===== config.mk =====
export PLATFORM = sky130hd
export DESIGN_NAME = mem_access_ctrl
export DESIGN_NICKNAME = d
export VERILOG_FILES = /design/src/rtl/mem_access_ctrl_pkg.sv /design/src/rtl/mem_access_ctrl_align.sv /design/src/rtl/mem_access_ctrl.sv
export SDC_FILE = /design/constraint.sdc
export NUM_CORES = 1
export LEC_CHECK = 0
export CAP_MARGIN = 20
export CELL_PAD_IN_SITES_DETAIL_PLACEMENT = 1
export CELL_PAD_IN_SITES_GLOBAL_PLACEMENT = 2
export CORE_MARGIN = 1
export CORE_UTILIZATION = 42
export CTS_BUF_LIST = sky130_fd_sc_hd__clkbuf_2 sky130_fd_sc_hd__clkbuf_4 sky130_fd_sc_hd__clkbuf_8
export DETAILED_ROUTE_END_ITERATION = 10
export DONT_BUFFER_PORTS = 1
export PLACE_DENSITY_LB_ADDON = 0.08
export SLEW_MARGIN = 20
export SYNTH_ARGS = -nofsm -noshare
export SYNTH_HDL_FRONTEND = slang
export SYNTH_SLANG_ARGS = --single-unit

===== constraint.sdc =====
create_clock -name clk -period 6.3 [get_ports clk]
set_clock_uncertainty 0.15 [all_clocks]
set_input_delay 0.945 -clock clk [delete_from_list [all_inputs] [get_ports clk]]
set_output_delay 0.945 -clock clk [all_outputs]
set_load 0.005 [all_outputs]

===== src/rtl/mem_access_ctrl_pkg.sv =====
// Shared types for the memory-access stage: decoded ops, access sizes, strobes
// and the transaction FSM states, plus op classification helpers.
package mem_access_ctrl_pkg;

    typedef enum logic [3:0] {
        OP_NOP = 4'd0,
        OP_LD  = 4'd1,
        OP_LB  = 4'd2,
        OP_LH  = 4'd3,
        OP_LW  = 4'd4,
        OP_LBU = 4'd5,
        OP_LHU = 4'd6,
        OP_LWU = 4'd7,
        OP_SD  = 4'd8,
        OP_SB  = 4'd9,
        OP_SH  = 4'd10,
        OP_SW  = 4'd11,
        OP_ALU = 4'd12
    } op_t;

    typedef enum logic [2:0] {
        MSIZE1 = 3'd0,
        MSIZE2 = 3'd1,
        MSIZE4 = 3'd2,
        MSIZE8 = 3'd3
    } msize_t;

    typedef logic [7:0] strobe_t;

    typedef enum logic [1:0] {
        IDLE = 2'd0,
        BUSY = 2'd1,
        RESP = 2'd2
    } mem_state_t;

    function automatic logic is_mem_op(input op_t op);
        case (op)
            OP_LD, OP_LB, OP_LH, OP_LW, OP_LBU, OP_LHU, OP_LWU,
            OP_SD, OP_SB, OP_SH, OP_SW: return 1'b1;
            default:                    return 1'b0;
        endcase
    endfunction

    function automatic logic is_load(input op_t op);
        case (op)
            OP_LD, OP_LB, OP_LH, OP_LW, OP_LBU, OP_LHU, OP_LWU: return 1'b1;
            default:                                            return 1'b0;
        endcase
    endfunction

endpackage


===== src/rtl/mem_access_ctrl_align.sv =====
// Combinational lane logic: access size, store strobe/data lane shift,
// misalignment detection and load-data extraction with extension.
module mem_align
    import mem_access_ctrl_pkg::*;
(
    input  op_t         op,
    input  logic [2:0]  off,
    input  logic [63:0] wdata,
    input  logic [63:0] rdata,
    output msize_t      size,
    output strobe_t     strobe,
    output logic [63:0] wdata_lane,
    output logic        misalign,
    output logic [63:0] rdata_ext
);

    strobe_t     mask_s;
    logic [63:0] wmask_s;
    logic [63:0] rsh_s;
    logic        store_s;

    // Access size, byte mask and alignment check derived from the op.
    always_comb begin
        size     = MSIZE1;
        mask_s   = 8'h01;
        misalign = 1'b0;
        case (op)
            OP_LD, OP_SD:          size = MSIZE8;
            OP_LW, OP_LWU, OP_SW:  size = MSIZE4;
            OP_LH, OP_LHU, OP_SH:  size = MSIZE2;
            default:               size = MSIZE1;
        endcase
        case (size)
            MSIZE8: begin mask_s = 8'hFF; misalign = (off != 3'd0);        end
            MSIZE4: begin mask_s = 8'h0F; misalign = (off[1:0] != 2'd0);   end
            MSIZE2: begin mask_s = 8'h03; misalign = off[0];               end
            default: begin mask_s = 8'h01; misalign = 1'b0;                end
        endcase
    end

    // Store lane placement; loads and non-memory ops drive no strobes.
    always_comb begin
        wmask_s = 64'd0;
        for (int i = 0; i < 8; i++) begin
            wmask_s[8*i +: 8] = {8{mask_s[i]}};
        end
        store_s = is_mem_op(op) & ~is_load(op);
        if (store_s) begin
            strobe     = mask_s << off;
            wdata_lane = (wdata & wmask_s) << {off, 3'b000};
        end else begin
            strobe     = 8'h00;
            wdata_lane = 64'd0;
        end
    end

    // Load extraction: bring the addressed lane down, then extend to 64 bits.
    always_comb begin
        rsh_s = rdata >> {off, 3'b000};
        case (op)
            OP_LD:   rdata_ext = rsh_s;
            OP_LB:   rdata_ext = {{56{rsh_s[7]}},  rsh_s[7:0]};
            OP_LH:   rdata_ext = {{48{rsh_s[15]}}, rsh_s[15:0]};
            OP_LW:   rdata_ext = {{32{rsh_s[31]}}, rsh_s[31:0]};
            OP_LBU:  rdata_ext = {56'd0, rsh_s[7:0]};
            OP_LHU:  rdata_ext = {48'd0, rsh_s[15:0]};
            OP_LWU:  rdata_ext = {32'd0, rsh_s[31:0]};
            default: rdata_ext = 64'd0;
        endcase
    end

endmodule


===== src/rtl/mem_access_ctrl.sv =====
// Memory-stage bus sequencer: issues one dbus request per load/store, stalls
// the pipeline while it is outstanding and presents the result for one cycle.
module mem_access_ctrl
    import mem_access_ctrl_pkg::*;
#(
    parameter int unsigned ADDR_W = 64,
    parameter int unsigned DATA_W = 64
) (
    input  logic              clk,
    input  logic              reset,
    input  logic              in_valid,
    input  op_t               in_op,
    input  logic [ADDR_W-1:0] in_addr,
    input  logic [DATA_W-1:0] in_wdata,
    input  logic              flush,
    output logic              dreq_valid,
    output logic [ADDR_W-1:0] dreq_addr,
    output logic [2:0]        dreq_size,
    output logic [7:0]        dreq_strobe,
    output logic [DATA_W-1:0] dreq_data,
    input  logic              dresp_data_ok,
    input  logic [DATA_W-1:0] dresp_data,
    output logic              stall,
    output logic              out_valid,
    output logic [DATA_W-1:0] out_mdata,
    output logic              out_misalign
);

    mem_state_t        state_q, state_d;
    op_t               op_q, op_d;
    logic              drop_q, drop_d;
    logic              dreq_valid_q, dreq_valid_d;
    logic [ADDR_W-1:0] dreq_addr_q, dreq_addr_d;
    msize_t            dreq_size_q, dreq_size_d;
    strobe_t           dreq_strobe_q, dreq_strobe_d;
    logic [DATA_W-1:0] dreq_data_q, dreq_data_d;
    logic              out_valid_q, out_valid_d;
    logic [DATA_W-1:0] out_mdata_q, out_mdata_d;
    logic              out_misalign_q, out_misalign_d;

    logic              accept_s;
    op_t               align_op_s;
    logic [2:0]        align_off_s;
    msize_t            size_s;
    strobe_t           strobe_s;
    logic [DATA_W-1:0] wlane_s;
    logic [DATA_W-1:0] rext_s;
    logic              misalign_s;

    // In IDLE the aligner looks at the incoming op; afterwards at the latched request.
    assign align_op_s  = (state_q == IDLE) ? in_op : op_q;
    assign align_off_s = (state_q == IDLE) ? in_addr[2:0] : dreq_addr_q[2:0];
    assign accept_s    = in_valid & is_mem_op(in_op) & ~flush;

    mem_align u_align (
        .op         (align_op_s),
        .off        (align_off_s),
        .wdata      (in_wdata),
        .rdata      (dresp_data),
        .size       (size_s),
        .strobe     (strobe_s),
        .wdata_lane (wlane_s),
        .misalign   (misalign_s),
        .rdata_ext  (rext_s)
    );

    // Next-state and next-output computation for the transaction FSM.
    always_comb begin
        state_d        = state_q;
        op_d           = op_q;
        drop_d         = drop_q;
        dreq_valid_d   = dreq_valid_q;
        dreq_addr_d    = dreq_addr_q;
        dreq_size_d    = dreq_size_q;
        dreq_strobe_d  = dreq_strobe_q;
        dreq_data_d    = dreq_data_q;
        out_valid_d    = 1'b0;
        out_mdata_d    = out_mdata_q;
        out_misalign_d = 1'b0;
        case (state_q)
            IDLE: begin
                drop_d = 1'b0;
                if (accept_s) begin
                    op_d = in_op;
                    if (misalign_s) begin
                        state_d        = RESP;
                        out_valid_d    = 1'b1;
                        out_misalign_d = 1'b1;
                        out_mdata_d    = {DATA_W{1'b0}};
                    end else begin
                        state_d       = BUSY;
                        dreq_valid_d  = 1'b1;
                        dreq_addr_d   = in_addr;
                        dreq_size_d   = size_s;
                        dreq_strobe_d = strobe_s;
                        dreq_data_d   = wlane_s;
                    end
                end else begin
                    state_d = IDLE;
                end
            end
            BUSY: begin
                if (flush) begin
                    drop_d = 1'b1;
                end else begin
                    drop_d = drop_q;
                end
                // The bus transaction always runs to completion; a flush only drops its result.
                if (dresp_data_ok) begin
                    dreq_valid_d = 1'b0;
                    if (drop_q | flush) begin
                        state_d = IDLE;
                        drop_d  = 1'b0;
                    end else begin
                        state_d     = RESP;
                        out_valid_d = 1'b1;
                        out_mdata_d = is_load(op_q) ? rext_s : {DATA_W{1'b0}};
                    end
                end else begin
                    state_d = BUSY;
                end
            end
            RESP: begin
                state_d = IDLE;
                drop_d  = 1'b0;
            end
            default: begin
                state_d      = IDLE;
                dreq_valid_d = 1'b0;
                drop_d       = 1'b0;
            end
        endcase
    end

    // State and output registers.
    always_ff @(posedge clk or negedge reset) begin
        if (!reset) begin
            state_q        <= IDLE;
            op_q           <= OP_NOP;
            drop_q         <= 1'b0;
            dreq_valid_q   <= 1'b0;
            dreq_addr_q    <= {ADDR_W{1'b0}};
            dreq_size_q    <= MSIZE1;
            dreq_strobe_q  <= 8'h00;
            dreq_data_q    <= {DATA_W{1'b0}};
            out_valid_q    <= 1'b0;
            out_mdata_q    <= {DATA_W{1'b0}};
            out_misalign_q <= 1'b0;
        end else begin
            state_q        <= state_d;
            op_q           <= op_d;
            drop_q         <= drop_d;
            dreq_valid_q   <= dreq_valid_d;
            dreq_addr_q    <= dreq_addr_d;
            dreq_size_q    <= dreq_size_d;
            dreq_strobe_q  <= dreq_strobe_d;
            dreq_data_q    <= dreq_data_d;
            out_valid_q    <= out_valid_d;
            out_mdata_q    <= out_mdata_d;
            out_misalign_q <= out_misalign_d;
        end
    end

    assign dreq_valid   = dreq_valid_q;
    assign dreq_addr    = dreq_addr_q;
    assign dreq_size    = dreq_size_q;
    assign dreq_strobe  = dreq_strobe_q;
    assign dreq_data    = dreq_data_q;
    assign out_valid    = out_valid_q & ~flush;
    assign out_mdata    = out_mdata_q;
    assign out_misalign = out_misalign_q;
    assign stall        = (accept_s & (state_q == IDLE)) | (state_q == BUSY);

endmodule


==> metrics.txt <==
status finished clean; Main synth FF type dfrtp_1; Flop pwr share 0.320; core box area 28800 um^2; remaining antenna violation count 0; nets@finish ~1500; end point of the critical path out_mdata[37]; Net Sw Frac 0.466; count leader, synth nand2_1; Setup crit end kind flip-flop; FP Rows 62; Worst slew margin 0.261; WP depth 8; CTS tree built; top-area cell type share of the netlist area 0.429; CP arrival roughly 4900 ps; Sink Count 211; LEAKAGE between 5 and 6 nW; Pre-antenna DRT Iters 5; Final HPWL DP ~35 mm; Clk Latency, worst-skew pair about 540 ps; CP bufs+invs 1; Final Total Pwr a little over 7 mW; DIE WIDTH 173 um; antenna violations before repair 0; clk slew on worst S/H paths 60 ps; first-pass GRT wire length around 73 mm; Data required, critical path between 6000 and 7000 ps; Routed Wire Length approximately 48 mm; min Tclk post-route about 4600 ps; number of flops mapped to enable cells by yosys 0; crit-path max cell delay just under 900 ps; clock power share 0.191; R2R depth 8; actual slew at the worst max-slew pin 1110 ps; CP Cell Sequence or2_1, mux2i_4, nor2_2, a22oi_1, and4_2, buf_4, nor3_1, o21ai_1; critical path's top delay family simple AND/OR/NAND/NOR gates; H-tree depth 2; DR WL/cell between 20 and 30 um; Netlist cell types between 70 and 80; Crit Reg-Reg Startpoint state_q[0]; reg2reg end out_mdata[37]; Pint about 3.8 mW; Final Cycle Share 0.732; initial DRC count roughly 950; Hold/Removal Path Class primary input to async pin; clock buffer depth 3; Max-Cap Viols 0; Initial Utilization 0.427; Post-synth top cells nand2_1 (274), dfrtp_1 (211), mux2_2 (82), mux2i_1 (80); Area Growth Syn to Fin 8.07%; share of cells above drive strength 1 0.168; crit path max fanout 29; highest clock rate about 220 MHz; postcts setup bufs 0; Post-CTS Resized 0; Num CTS Buffers 39; CP Class flip-flop to flip-flop; setup TNS 0 ps; gr ovfl total 0; Synth Instances ~1300; Die Height approximately 170 um; I/O pin total 408; via count roughly 11000; drc violations 0; largest net degree at the start of global routing about 210; Psw approximately 3.4 mW; port bufs 0; logic gate share of total power 0.489; synthesized area ~12000 um^2; final setup margin around 1700 ps; Final GP Congestion approximately 0.9; Vias/cell 6.42; clock root cell clkbuf_8; GRT Total Usage 0.319; Async SR Flop Fraction 1.00; CP startpoint state_q[0]; Syn Nets ~1500; slowest library cell on the worst path or2_1; hold buffers post-CTS 1; Syn. warnings 0; power per cell area roughly 540 nW/um^2; Synth area leader dfrtp_1; VDD IR-drop max between 0.0002 and 0.00025 V; largest cells by area after synthesis dfrtp_1 (43%), nand2_1 (8.4%), mux2_2 (7.5%); #FFs+latches synth about 210; vias in the first global route 11100; r2r setup slk roughly 1700 ps; # setup viols final 0; Hold Vio Cnt, Final 0; Slew Limit Fails 0; Syn Area/Cell between 9 and 10 um^2; Die Area roughly 30000 um^2; sequential-to-total area share from yosys stat 0.429; crit path launch type flip-flop; pre-CTS setup slack between 1500 and 2000 ps; RSZ-0062 raised after global routing false
registers in the layout, indices dropped and copies added (netlist names):
name and cells:
drop_q 1, out_misalign 1, dreq_size 2, dreq_strobe 8, state_q 1, out_mdata 64, out_valid_q 1, dreq_data 64
dreq_addr 64, op_q 4, dreq_valid 1
cell usage in the layout, fill, tap and decap left out, types with 25 or more instances in the layout:
cell type  Yosys  routed
a21oi_1       46      46
mux2i_1       80      79
a211oi_1      28      28
mux2_2        82      82
nor2_1        28      27
nand2_1      274     274
nor3_1        40      40
a22o_1        35      35
o21ai_1       66      66
clkbuf_8       0      45
o21ai_0       66      66
dfrtp_1      211     211
nand3_1       25      25
metrics by stage:
stage               hold slack (ps)  cell area (um^2)  std cells  utilization
global placement                349             12400       1601        0.432
global route                    193             13300       1673        0.462
floorplan                       323             12300       1309            -
detailed placement              350             12400       1601        0.432
finish                          165             13300       1674        0.462
CTS                             299             13300       1672        0.461
cells by family after synthesis:
group,share of synthesized area
and+or+nand+nor,0.150
other,0.000305
muxes,0.154
DFF,0.429
adders and majority gates,0.00203
buffers and inverters,0.0484
AOI/OAI and AO/OA,0.213
xor gates and xnor gates,0.00285
worst min path at each step:
stage                  startpoint             to  slack, ps  cells after the start
CTS                 dresp_data_ok         drop_q        300                      1
detailed placement  dreq_data[43]  dreq_data[43]        350                      2
floorplan           dreq_data[56]  dreq_data[56]        320                      2
global placement    dreq_data[43]  dreq_data[43]        350                      2
global route                reset        op_q[1]        190                      1
finish                      reset        op_q[1]        170                      1
power groups by stage:
stage | Clock, mW | Combinational, mW | Sequential, mW
final | 1.38 | 3.52 | 2.31
after detailed placement | 0 | 3.45 | 2.34
after global placement | 0 | 3.40 | 2.32
after floorplan | 0 | 2.63 | 2.10
after global routing | 1.46 | 3.80 | 2.37
after CTS | 1.41 | 3.50 | 2.32
metal layers:
metal  up-vias  wire length [um]  global-route usage
li1       4716                 -                   -
met3        88              4560              0.0996
met2       511             23200               0.527
met4         0              1590               0.115
met1      5431             19000               0.393
met5         -                 0                   0
area by class of cell:
type / count / area (um^2)
Inverter: 9 / 33.8
Clock buffer: 56 / 702
Tap cell: 384 / 480
Multi-Input combinational cell: 978 / 6490
Timing Repair Buffer: 21 / 198
Antenna cell: 1 / 2.50
Sequential cell: 211 / 5280
Clock inverter: 14 / 109
Fill cell: 3277 / 15500
Power figures use the tool's default switching activity.
